--- src/rtl/bfly_addsub_seq.sv ---
// bfly_addsub_seq: sequences one shared FP adder/subtractor through the four
// operations of a radix-2 complex butterfly, y0 = a+b and y1 = a-b.
module bfly_addsub_seq (
    input  logic        clk,
    input  logic        rst,
    input  logic        in_valid,
    output logic        in_ready,
    input  logic [31:0] a_re,
    input  logic [31:0] a_im,
    input  logic [31:0] b_re,
    input  logic [31:0] b_im,
    output logic [31:0] add_a,
    output logic [31:0] add_b,
    output logic        add_ctrl,
    input  logic [31:0] add_ans,
    output logic        out_valid,
    input  logic        out_ready,
    output logic [31:0] y0_re,
    output logic [31:0] y0_im,
    output logic [31:0] y1_re,
    output logic [31:0] y1_im,
    output logic        busy
);
    typedef enum logic [2:0] {IDLE, OP0, OP1, OP2, OP3, DONE} state_t;
    state_t state_q, state_d;
    logic [31:0] a_re_q, a_im_q, b_re_q, b_im_q;
    logic [31:0] y0_re_q, y0_im_q, y1_re_q, y1_im_q;
    logic accept;
    always_ff @(posedge clk or posedge rst) begin
        if (rst) state_q <= IDLE;
        else     state_q <= state_d;
    end
    always_comb begin
        state_d = state_q;
        case (state_q)
            IDLE:    state_d = in_valid ? OP0 : IDLE;
            OP0:     state_d = OP1;
            OP1:     state_d = OP2;
            OP2:     state_d = OP3;
            OP3:     state_d = DONE;
            DONE:    state_d = !out_ready ? DONE : (in_valid ? OP0 : IDLE);
            default: state_d = IDLE;
        endcase
    end
    // Adder lines come only from registered state and captured operands.
    always_comb begin
        in_ready  = (state_q == IDLE) || (state_q == DONE && out_ready);
        out_valid = state_q == DONE;
        busy      = state_q != IDLE;
        accept    = in_valid && in_ready;
        add_a     = (state_q == OP0 || state_q == OP2) ? a_re_q :
                    (state_q == OP1 || state_q == OP3) ? a_im_q : '0;
        add_b     = (state_q == OP0 || state_q == OP2) ? b_re_q :
                    (state_q == OP1 || state_q == OP3) ? b_im_q : '0;
        add_ctrl  = state_q == OP2 || state_q == OP3;
    end
    always_ff @(posedge clk or posedge rst) begin
        if (rst) begin
            a_re_q  <= '0;
            a_im_q  <= '0;
            b_re_q  <= '0;
            b_im_q  <= '0;
            y0_re_q <= '0;
            y0_im_q <= '0;
            y1_re_q <= '0;
            y1_im_q <= '0;
        end else begin
            if (accept) begin
                a_re_q <= a_re;
                a_im_q <= a_im;
                b_re_q <= b_re;
                b_im_q <= b_im;
            end
            if (state_q == OP0) y0_re_q <= add_ans;
            if (state_q == OP1) y0_im_q <= add_ans;
            if (state_q == OP2) y1_re_q <= add_ans;
            if (state_q == OP3) y1_im_q <= add_ans;
        end
    end
    assign y0_re = y0_re_q;
    assign y0_im = y0_im_q;
    assign y1_re = y1_re_q;
    assign y1_im = y1_im_q;
endmodule

--- config.mk ---
export PLATFORM = sky130hd
export DESIGN_NAME = bfly_addsub_seq
export DESIGN_NICKNAME = d
export VERILOG_FILES = /design/src/rtl/bfly_addsub_seq.sv
export SDC_FILE = /design/constraint.sdc
export NUM_CORES = 1
export LEC_CHECK = 0
export BUFFER_PORTS_ARGS = -buffer_cell sky130_fd_sc_hd__buf_2
export CORE_ASPECT_RATIO = 0.7
export CORE_MARGIN = 2
export CORE_UTILIZATION = 47
export CTS_BUF_LIST = sky130_fd_sc_hd__clkbuf_2 sky130_fd_sc_hd__clkbuf_4 sky130_fd_sc_hd__clkbuf_8
export DETAILED_ROUTE_END_ITERATION = 6
export GPL_ROUTABILITY_DRIVEN = 0
export PLACE_DENSITY = 0.82
export REMOVE_ABC_BUFFERS = 1
export SYNTH_ARGS = -nofsm -noshare
export SYNTH_HDL_FRONTEND = slang
export SYNTH_SLANG_ARGS = --single-unit
--- constraint.sdc ---
create_clock -name clk -period 8 [get_ports clk]
set_input_delay 0.4 -clock clk [delete_from_list [all_inputs] [get_ports clk]]
set_output_delay 0.4 -clock clk [all_outputs]
set_load 0.05 [all_outputs]
==> reports/qor.csv, run 1 <==
metric,value,unit
status,"complete, no violations",
Crit Path Class,reg2out,
multi-input logic area,3622,um^2
chip width,181.9,um
data required time of the worst path,7.60,ns
Max Clock Skew,0.01955,ns
Layout fillers,1710,
post-synthesis cell type count,24,
I/O Buffers,359,
count of final hold-check violations,0,
core area,21730,um^2
"slowest stage delay, CP",0.62,ns
Worst-Skew Late Latency,0.52,ns
fin crit period,3.211,ns
Reg area,6481,um^2
M3 GR Usage,0.04812,
# resized after CTS,0,
CTS Sinks,259,
antenna violations before repair,2,
setup_tns,0,ns
CP cell instances,nor2b_4 > buf_4 > nand2_1 > buf_4 > o21ai_0 > buf_2,
share of post-route cells with drive strength above 1,0.5569,
Die H,128.5,um
initial DRC count,293,
max cap viols,0,
synthesized flop and latch total,259,
"most used cell, CP",buf_4,
Avg Inst Size Synth,16.06,um^2
Pre-antenna DRT Iters,4,
postcts setup bufs,0,
Num CTS Buffers,39,
Worst EP arrival,2.81,ns
RSZ-0062 raised after global routing,false,
post-route antenna net violation count,0,
HP Class,in2async,
# IOs,360,
largest net degree at the start of global routing,128,
first-pass GRT wire length,39310,um
CTS tree,yes,
die area,23370,um^2
Most Crowded Layer GR,met2,
root buffer cell,clkbuf_8,
Slowest cell on crit path,buf_4,
GRT met2 Usage,0.3518,
DRC violations left,0,
DP HPWL,17190,um
sequential-to-total area share from yosys stat,0.6226,
Netlist Area Pre-Place,10410,um^2
Nets,1178,
yosys warns,0,
f_max,0.3114,GHz
grt ovf,0,
relative slew slack,0.2602,
Layout area overhead,26.14,%
# H-tree levels,2,
crit path launch type,flop,
worst slew pin tran,1.107,ns
Worst Path Max Fanout,65,
Total Routing Usage GR,0.2136,
crit share post-route,0.4014,
Vias,6896,
final setup violating endpoints,0,
cts hold-fix bufs,0,
post-DR vias/cell,5.216,
final WL,25390,um
max-slew violations,0,
Worst Setup End Kind,output pin,
Starting Density,0.4790,
vias in the first global route,7117,
worst-case clock buffer depth,3,
row count,45,
routed len/inst,19.20,um
Syn Inst Count,648,
GR Layer Usage met1,0.2807,
Worst-path clk slew,0.06,ns
critical path, delay by kind of cell, from the launching register on:
kind	cells	cell delay, ns
AOI/OAI and AO/OA	1	0.13
buffers and inverters	3	1.22
DFF	1	0.59
and+or+nand+nor	2	0.33
worst paths after layout:
check                      cells after the start            startpoint  slack [ns]                     end
setup / recovery                               6  state_q[0]$_DFF_PP0_        4.79                add_ctrl
hold / removal                                 2                   rst        0.07  a_re_q[27]$_DFFE_PP0P_
setup reg to reg                               5  state_q[0]$_DFF_PP0_        5.01  a_im_q[15]$_DFFE_PP0P_
hold reg to reg                                1  y1_im[2]$_DFFE_PP0P_        0.48    y1_im[2]$_DFFE_PP0P_
max in group asynchronous                      3                   rst        6.34   a_re_q[1]$_DFFE_PP0P_
min in group clk                               2              b_re[16]        0.09  b_re_q[16]$_DFFE_PP0P_
synthesized netlist by cell type (all sizes together):
| cell type | count | area [um^2] |
|---|---|---|
| or2 | 2 | 15.02 |
| a221oi | 1 | 8.760 |
| nand2 | 3 | 11.26 |
| nor2b | 1 | 6.260 |
| a21oi | 2 | 25.03 |
| o21ai | 4 | 20.02 |
| nand2b | 3 | 18.77 |
| nor2 | 3 | 16.26 |
| or3 | 1 | 6.260 |
| nor3 | 2 | 15.01 |
| mux2 | 256 | 2883 |
| a22o | 64 | 560.5 |
| inv | 4 | 15.01 |
| buf | 36 | 300.3 |
| nand3 | 1 | 5.000 |
| clkbuf | 6 | 22.52 |
| dfrtp | 259 | 6481 |
layout by cell type (no fill, tap or decap), drive strengths merged, types with 2 or more instances in the layout:
cell / synthesis / final
buf: 36 / 367
dfrtp: 259 / 259
mux2: 256 / 256
a22o: 64 / 64
clkbuf: 6 / 57
diode: 0 / 4
o21ai: 4 / 4
inv: 4 / 4
nand2: 3 / 3
nand2b: 3 / 3
clkinv: 0 / 3
nor2: 3 / 3
a21oi: 2 / 2
bufinv: 0 / 2
or2: 2 / 2
nor3: 2 / 2
kinds of logic after synthesis:
logic type / count (synthesis) / synth area share
multiplexers: 256 / 0.2769
AO/OA/AOI/OAI: 71 / 0.05902
flip-flops: 259 / 0.6226
buffers and inverters: 46 / 0.03245
AND/OR/NAND/NOR: 16 / 0.009014
cell type report:
class | count | share of cell area
timing repair buffer | 367 | 0.1414
clock buffer | 57 | 0.05355
multi-input combinational | 343 | 0.2758
antenna | 4 | 0.0007623
sequential | 259 | 0.4936
clock inverter | 6 | 0.006289
tap | 282 | 0.02687
inverter | 4 | 0.001715
state kept, by name (all words and copies together) (netlist names):
signal / cells
a_re_q: 32
a_im_q: 32
y0_re: 32
b_re_q: 32
b_im_q: 32
state_q: 3
y1_re: 32
y0_im: 32
y1_im: 32
routing by layer:
layer  wire length, um  up-vias
met2             12500      212
li1                  -     3087
met5                 0        -
met3              1428       71
met1             10700     3526
met4               757        0
stage by stage:
step	instance area [um^2]	utilization	instances	setup slack (ns)	hold slack (ns)
floorplan	10090	-	606	0.4732	0.4586
global placement	12340	0.5676	1255	5.034	0.4615
detailed placement	12340	0.5676	1255	5.012	0.4692
CTS	13120	0.6037	1318	4.726	0.05811
global route	13130	0.6040	1320	4.592	0.06520
finish	13130	0.6042	1322	4.789	0.06930
Power of run 1 is not shown: default switching activity piles up to over one toggle a cycle in this logic, so the estimate is an artifact.
==> run 2: changes to the inputs <==
Settings changed: ABC_AREA set to 1, CORE_UTILIZATION 47 to 52, PLACE_DENSITY 0.82 to 0.85.
Clock period 8 ns to 3.27 ns, I/O delays scaled along.
==> run 2 against run 1 <==
  * Non-clock buffer count up 170
  * Sequential cell count unchanged
  * Synthesized area up 1.9%
  * Synthesized cell count up 90%
==> reports/qor.csv, run 2 <==
metric,value,unit,change
I/O Buffers,359,,unchanged
post-synthesis xor/xnor area fraction,0,,unchanged
row count,43,,-4.4%
max cap viols,0,,unchanged
antenna violations before repair,1,,-1
root buffer cell,clkbuf_8,,
worst-case clock buffer depth,3,,unchanged
postcts setup bufs,0,,unchanged
first-pass GRT wire length,54790,um,+39%
max-slew violations,0,,unchanged
Pre-antenna DRT Iters,6,,+2
post-route antenna net violation count,0,,unchanged
dpl ws,1.057,ns,-3.955 ns
data required time of the worst path,3.11,ns,-4.49 ns
# resized after CTS,0,,unchanged
worst r2r src,state_q[1]$_DFF_PP0_,,
count of final hold-check violations,0,,unchanged
RSZ-0062 raised after global routing,false,,
Yosys top cell by area,dfrtp_1,,
Worst Path Max Fanout,33,,-49%
portion of netlist area occupied by mux cells,0,,-0.2769
Die H,123.5,um,-3.9%
grt ovf,0,,unchanged
Synth Area in Compound Gates,0.06038,,+0.001370
Layout fillers,1284,,-25%
Max Clock Skew,0.01520,ns,-0.004351 ns
# H-tree levels,2,,unchanged
Post-synth EDFFs,0,,unchanged
largest net degree at the start of global routing,112,,-13%
vias in the first global route,10866,,+53%
Crit Path Class,reg2out,,
CTS Sinks,259,,unchanged
Vias,10902,,+58%
most frequent cells in the layout,"nand2_1 (580), buf_2 (358), dfrtp_1 (259), dlygate4sd3_1 (162), nand3_1 (130)",,
Netlist Area Pre-Place,10610,um^2,+1.9%
HP Class,in2reg,,
initial DRC count,1059,,+260%
Synth Area in Simple Gates,0.2733,,+0.2642
crit path launch type,flop,,
sequential-to-total area share from yosys stat,0.6109,,-0.01168
RR Endpoint,b_im_q[26]$_DFFE_PP0P_,,
most common cell in the netlist,nand2_1,,
final setup violating endpoints,0,,unchanged
smallest setup slack after layout,0.5215,ns,-4.267 ns
Worst Setup End Kind,output pin,,
"most common cell after layout, fill and taps aside",nand2_1,,
# IOs,360,,unchanged
synthesized flop and latch total,259,,unchanged
CTS tree,yes,,
Synth area leaders,"dfrtp_1 (61%), nand2_1 (21%), nand3_1 (6.3%)",,
die area,21580,um^2,-7.7%
Worst-Skew Late Latency,0.52,ns,about the same
post-DR vias/cell,5.384,,+3.2%
DRC violations left,0,,unchanged
core area,19910,um^2,-8.4%
worst slew pin tran,0.8046,ns,-0.3024 ns
fin util,0.7532,,+0.1490
main flop type after synthesis,dfrtp_1,,
Nets,1890,,+60%
fin crit period,2.748,ns,
status,"complete, no violations",,
Num CTS Buffers,40,,+2.6%
f_max,0.3638,GHz,
DP HPWL,19160,um,+12%
CP Capture Point,add_a[10],,
Worst-path clk slew,0.07,ns,about the same
Layout area overhead,41.34,%,
crit share post-route,0.8405,,
"Cell Count, Final, Fillers Out",2025,,+53%
final WL,35120,um,+38%
Starting Density,0.5329,,+0.05395
yosys warns,0,,unchanged
relative slew slack,0.4636,,+0.2034
Cells after DPL,1792,,+43%
post-synthesis async set-or-reset flop share,1.000,,unchanged
R2R depth,7,,+2
share of post-route cells with drive strength above 1,0.2597,,-0.2972
Avg Inst Size Synth,8.625,um^2,-46%
Syn Inst Count,1230,,+90%
Synth Area in Adders,0,,unchanged
largest family of logic cells by synthesized area,simple AND/OR/NAND/NOR gates,,
r2r setup slk,0.99,ns,-4.02 ns
Worst EP arrival,2.58,ns,-0.23 ns
setup_tns,0,ns,unchanged
Total Routing Usage GR,0.3185,,+0.1049
Post-synth top cells,"nand2_1 (583), dfrtp_1 (259), nand3_1 (133)",,
area share of the largest cell type after synthesis,0.6109,,-0.01168
post-synthesis cell type count,15,,-38%
chip width,174.7,um,-3.9%
worst setup path startpoint,state_q[2]$_DFF_PP0_,,
routed len/inst,17.35,um,-9.7%
run 2: changes by cell type in the layout (fill, tap and decap cells not counted), moves of 64 or more:
cell and change:
mux2_1 -118, o21ai_0 +124, nand2_1 +577, mux2_2 -138, dlygate4sd3_1 +162, nand3_1 +129
a22o_1 -64
run 2: worst max-delay path, cell delays in order (launching register included):
cell and delay [ns]:
dfrtp_1 0.42, inv_1 0.19, nand3_2 0.12, nand2_2 0.55
buf_12 0.28, nand2_1 0.12, nand2_1 0.09, buf_2 0.26
run 2: cell families after synthesis:
logic type | after synthesis
flops | 259
buf+inv | 120
compound gates | 128
simple gates | 723
run 2: worst min-delay path by stage:
stage / end / cells past startpoint / slack (ns) / startpoint
final: b_re_q[20]$_DFFE_PP0P_ / 4 / 0.27 / in_valid
after global routing: a_im_q[12]$_DFFE_PP0P_ / 4 / 0.28 / in_valid
after CTS: b_re_q[9]$_DFFE_PP0P_ / 4 / 0.24 / in_valid
after detailed placement: y1_im[16]$_DFFE_PP0P_ / 2 / 0.39 / rst
after global placement: y1_re[0]$_DFFE_PP0P_ / 2 / 0.39 / rst
after floorplan: state_q[0]$_DFF_PP0_ / 2 / 0.30 / in_valid
run 2: cell type report:
type | instances | area, um^2 | share of cell area
inverters | 37 | 146.4 | 0.009763
multi-input cells | 851 | 3572 | 0.2382
clock buffers | 60 | 763.2 | 0.05090
repair buffers | 537 | 3616 | 0.2412
diodes | 3 | 7.507 | 0.0005007
flip-flops and latches | 259 | 6481 | 0.4322
well taps | 270 | 337.8 | 0.02253
clock inverters | 8 | 70.07 | 0.004673
run 2: per-layer routing:
layer | part of all wire | wire [um] | vias to the layer above | GRT usage
li1 | - | - | 4891 | -
met1 | 0.37 | 13170 | 5192 | 0.3915
met2 | 0.50 | 17520 | 662 | 0.5445
met3 | 0.080 | 2806 | 157 | 0.06365
met4 | 0.046 | 1626 | 0 | 0.1615
met5 | 0 | 0 | - | 0
run 2: per-stage QoR:
stage | area, um^2 | hold WS, ns
after floorplan | 10160 | 0.2970
after global routing | 14990 | 0.2829
after global placement | 12530 | 0.3880
after detailed placement | 12530 | 0.3913
after CTS | 14990 | 0.2412
final | 14990 | 0.2728
run 2: repair_timing:
action,CTS,global route
endpoints found under the hold margin,361,0
endpoints found under the setup margin,0,0
hold buffers,162,0
Power of run 2 is left out for the same reason.
==> run 3: changes to the inputs <==
Clock period 3.27 ns to 2.6 ns, I/O delays scaled along.
==> run 3 against run 2 <==
  * Clock-buffer cell count shrank 2
  * Highest routed layer unchanged
  * Global-route usage rose by 0.85 points
  * Sequential cell count unchanged
  * Largest cell class unchanged
  * Wire length up 1.8%
  * Critical path depth did not move
==> reports/qor.csv, run 3 (synthesized netlist as in run 2, its figures left out) <==
metric,value,unit,change
r2r setup slk,0.30,ns,-0.69 ns
"Cell Area, Placed",12560,um^2,+0.20%
Total Routing Usage GR,0.3271,,+0.008502
Pre-antenna DRT Iters,6,,unchanged
grt ovf,0,,unchanged
worst setup path startpoint,state_q[2]$_DFF_PP0_,,
Worst EP arrival,2.21,ns,-0.37 ns
share of post-route cells with drive strength above 1,0.2582,,-0.001455
final setup violating endpoints,0,,unchanged
Crit Path Class,reg2out,,
core area,19910,um^2,unchanged
"most common cell after layout, fill and taps aside",nand2_1,,
worst slew pin tran,0.6799,ns,-0.1247 ns
die area,21580,um^2,unchanged
post-DR vias/cell,5.388,,about the same
CTS tree,yes,,
# H-tree levels,2,,unchanged
worst-case clock buffer depth,3,,unchanged
crit path launch type,flop,,
Starting Density,0.5329,,unchanged
row count,43,,unchanged
CTS Sinks,259,,unchanged
R2R depth,7,,unchanged
max-slew violations,0,,unchanged
Worst Path Max Fanout,58,,+76%
relative slew slack,0.5468,,+0.08317
I/O Buffers,359,,unchanged
DP HPWL,19020,um,-0.77%
Worst-Skew Late Latency,0.53,ns,about the same
hold_sp,in_valid,,
Critical path buffers and inverters,3,,unchanged
"most used cell, CP",nand2_1,,
antenna violations before repair,1,,unchanged
final WL,35750,um,+1.8%
# IOs,360,,unchanged
count of final hold-check violations,0,,unchanged
Num CTS Buffers,40,,unchanged
Hold Path End,b_im_q[9]$_DFFE_PP0P_,,
HP Class,in2reg,,
initial DRC count,1056,,-0.28%
status,"complete, no violations",,
Worst Setup End Kind,output pin,,
worst r2r src,state_q[0]$_DFF_PP0_,,
routed len/inst,17.62,um,+1.6%
most frequent cells in the layout,"nand2_1 (580), buf_2 (358), dfrtp_1 (259), dlygate4sd3_1 (169), nand3_1 (130)",,
f_max,0.4271,GHz,
CP cell instances,inv_1 > nand3_2 > nand2_2 > buf_12 > nand2_1 > nand2_1 > buf_2,,
root buffer cell,clkbuf_8,,
Nets,1897,,+0.37%
"Design Area, Final",15090,um^2,+0.62%
fin crit period,2.341,ns,
chip width,174.7,um,unchanged
first-pass GRT wire length,55970,um,+2.2%
Slowest cell on crit path,dfrtp_1,,
post-route antenna net violation count,0,,unchanged
Hold Crit Depth,3,,-1
DRC violations left,0,,unchanged
Die H,123.5,um,unchanged
"slowest stage delay, CP",0.42,ns,-0.13 ns
vias in the first global route,11120,,+2.3%
RSZ-0062 raised after global routing,false,,
RR Endpoint,b_re_q[6]$_DFFE_PP0P_,,
Vias,10932,,+0.28%
Worst-path clk slew,0.06,ns,about the same
critical path's top delay family,buffers and inverters,,
largest net degree at the start of global routing,125,,+12%
Layout area overhead,42.21,%,
data required time of the worst path,2.47,ns,-0.64 ns
# resized after CTS,0,,unchanged
Max Clock Skew,0.03096,ns,+0.01577 ns
crit share post-route,0.9004,,
max cap viols,0,,unchanged
[run 3: worst max-delay path by stage]
stage	end	slack [ns]	depth (start not counted)
after floorplan	a_im_q[0]$_DFFE_PP0P_	-4.66	1
after global placement	b_re_q[16]$_DFFE_PP0P_	0.81	7
after detailed placement	b_re_q[29]$_DFFE_PP0P_	0.72	7
after CTS	add_b[30]	0.26	7
after global routing	add_b[29]	0.13	7
final	add_a[17]	0.26	7
[run 3: layout make-up]
class	count	area (um^2)
Fill cell	1263	4820
Sequential cell	259	6481
Multi-Input combinational cell	851	3572
Timing Repair Buffer	544	3711
Inverter	37	146.4
Tap cell	270	337.8
Antenna cell	1	2.502
Clock buffer	58	735.7
Clock inverter	9	100.1
[run 3: metal layers]
layer  vias up  track usage  share of wire
met5         -            0              0
met4         0       0.1901          0.054
met3       179      0.07534          0.086
met2       727       0.5482           0.49
met1      5140       0.3949           0.37
li1       4886            -              -
[run 3: worst min-delay path, stage by stage]
cell	delay (ns)
buf_4	0.21
nand3_1	0.12
nand2_1	0.05
[run 3: what timing repair did]
action,in CTS,in global routing
setup endpoints to repair,0,0
endpoints found under the hold margin,338,0
buffers inserted,0,0
hold buffers,169,0
[run 3: through the flow]
step	setup TNS, ns	util	hold WS [ns]	setup slack [ns]	instances
after global placement	0	0.6308	0.2683	0.8108	1792
after global routing	0	0.7579	0.02401	0.1264	2029
after CTS	0	0.7578	0.002760	0.2557	2028
after floorplan	-1549.68	-	0.2635	-4.657	1147
after detailed placement	0	0.6308	0.2694	0.7248	1792
final	0	0.7579	0.03560	0.2589	2029
Power of run 3 is left out for the same reason.
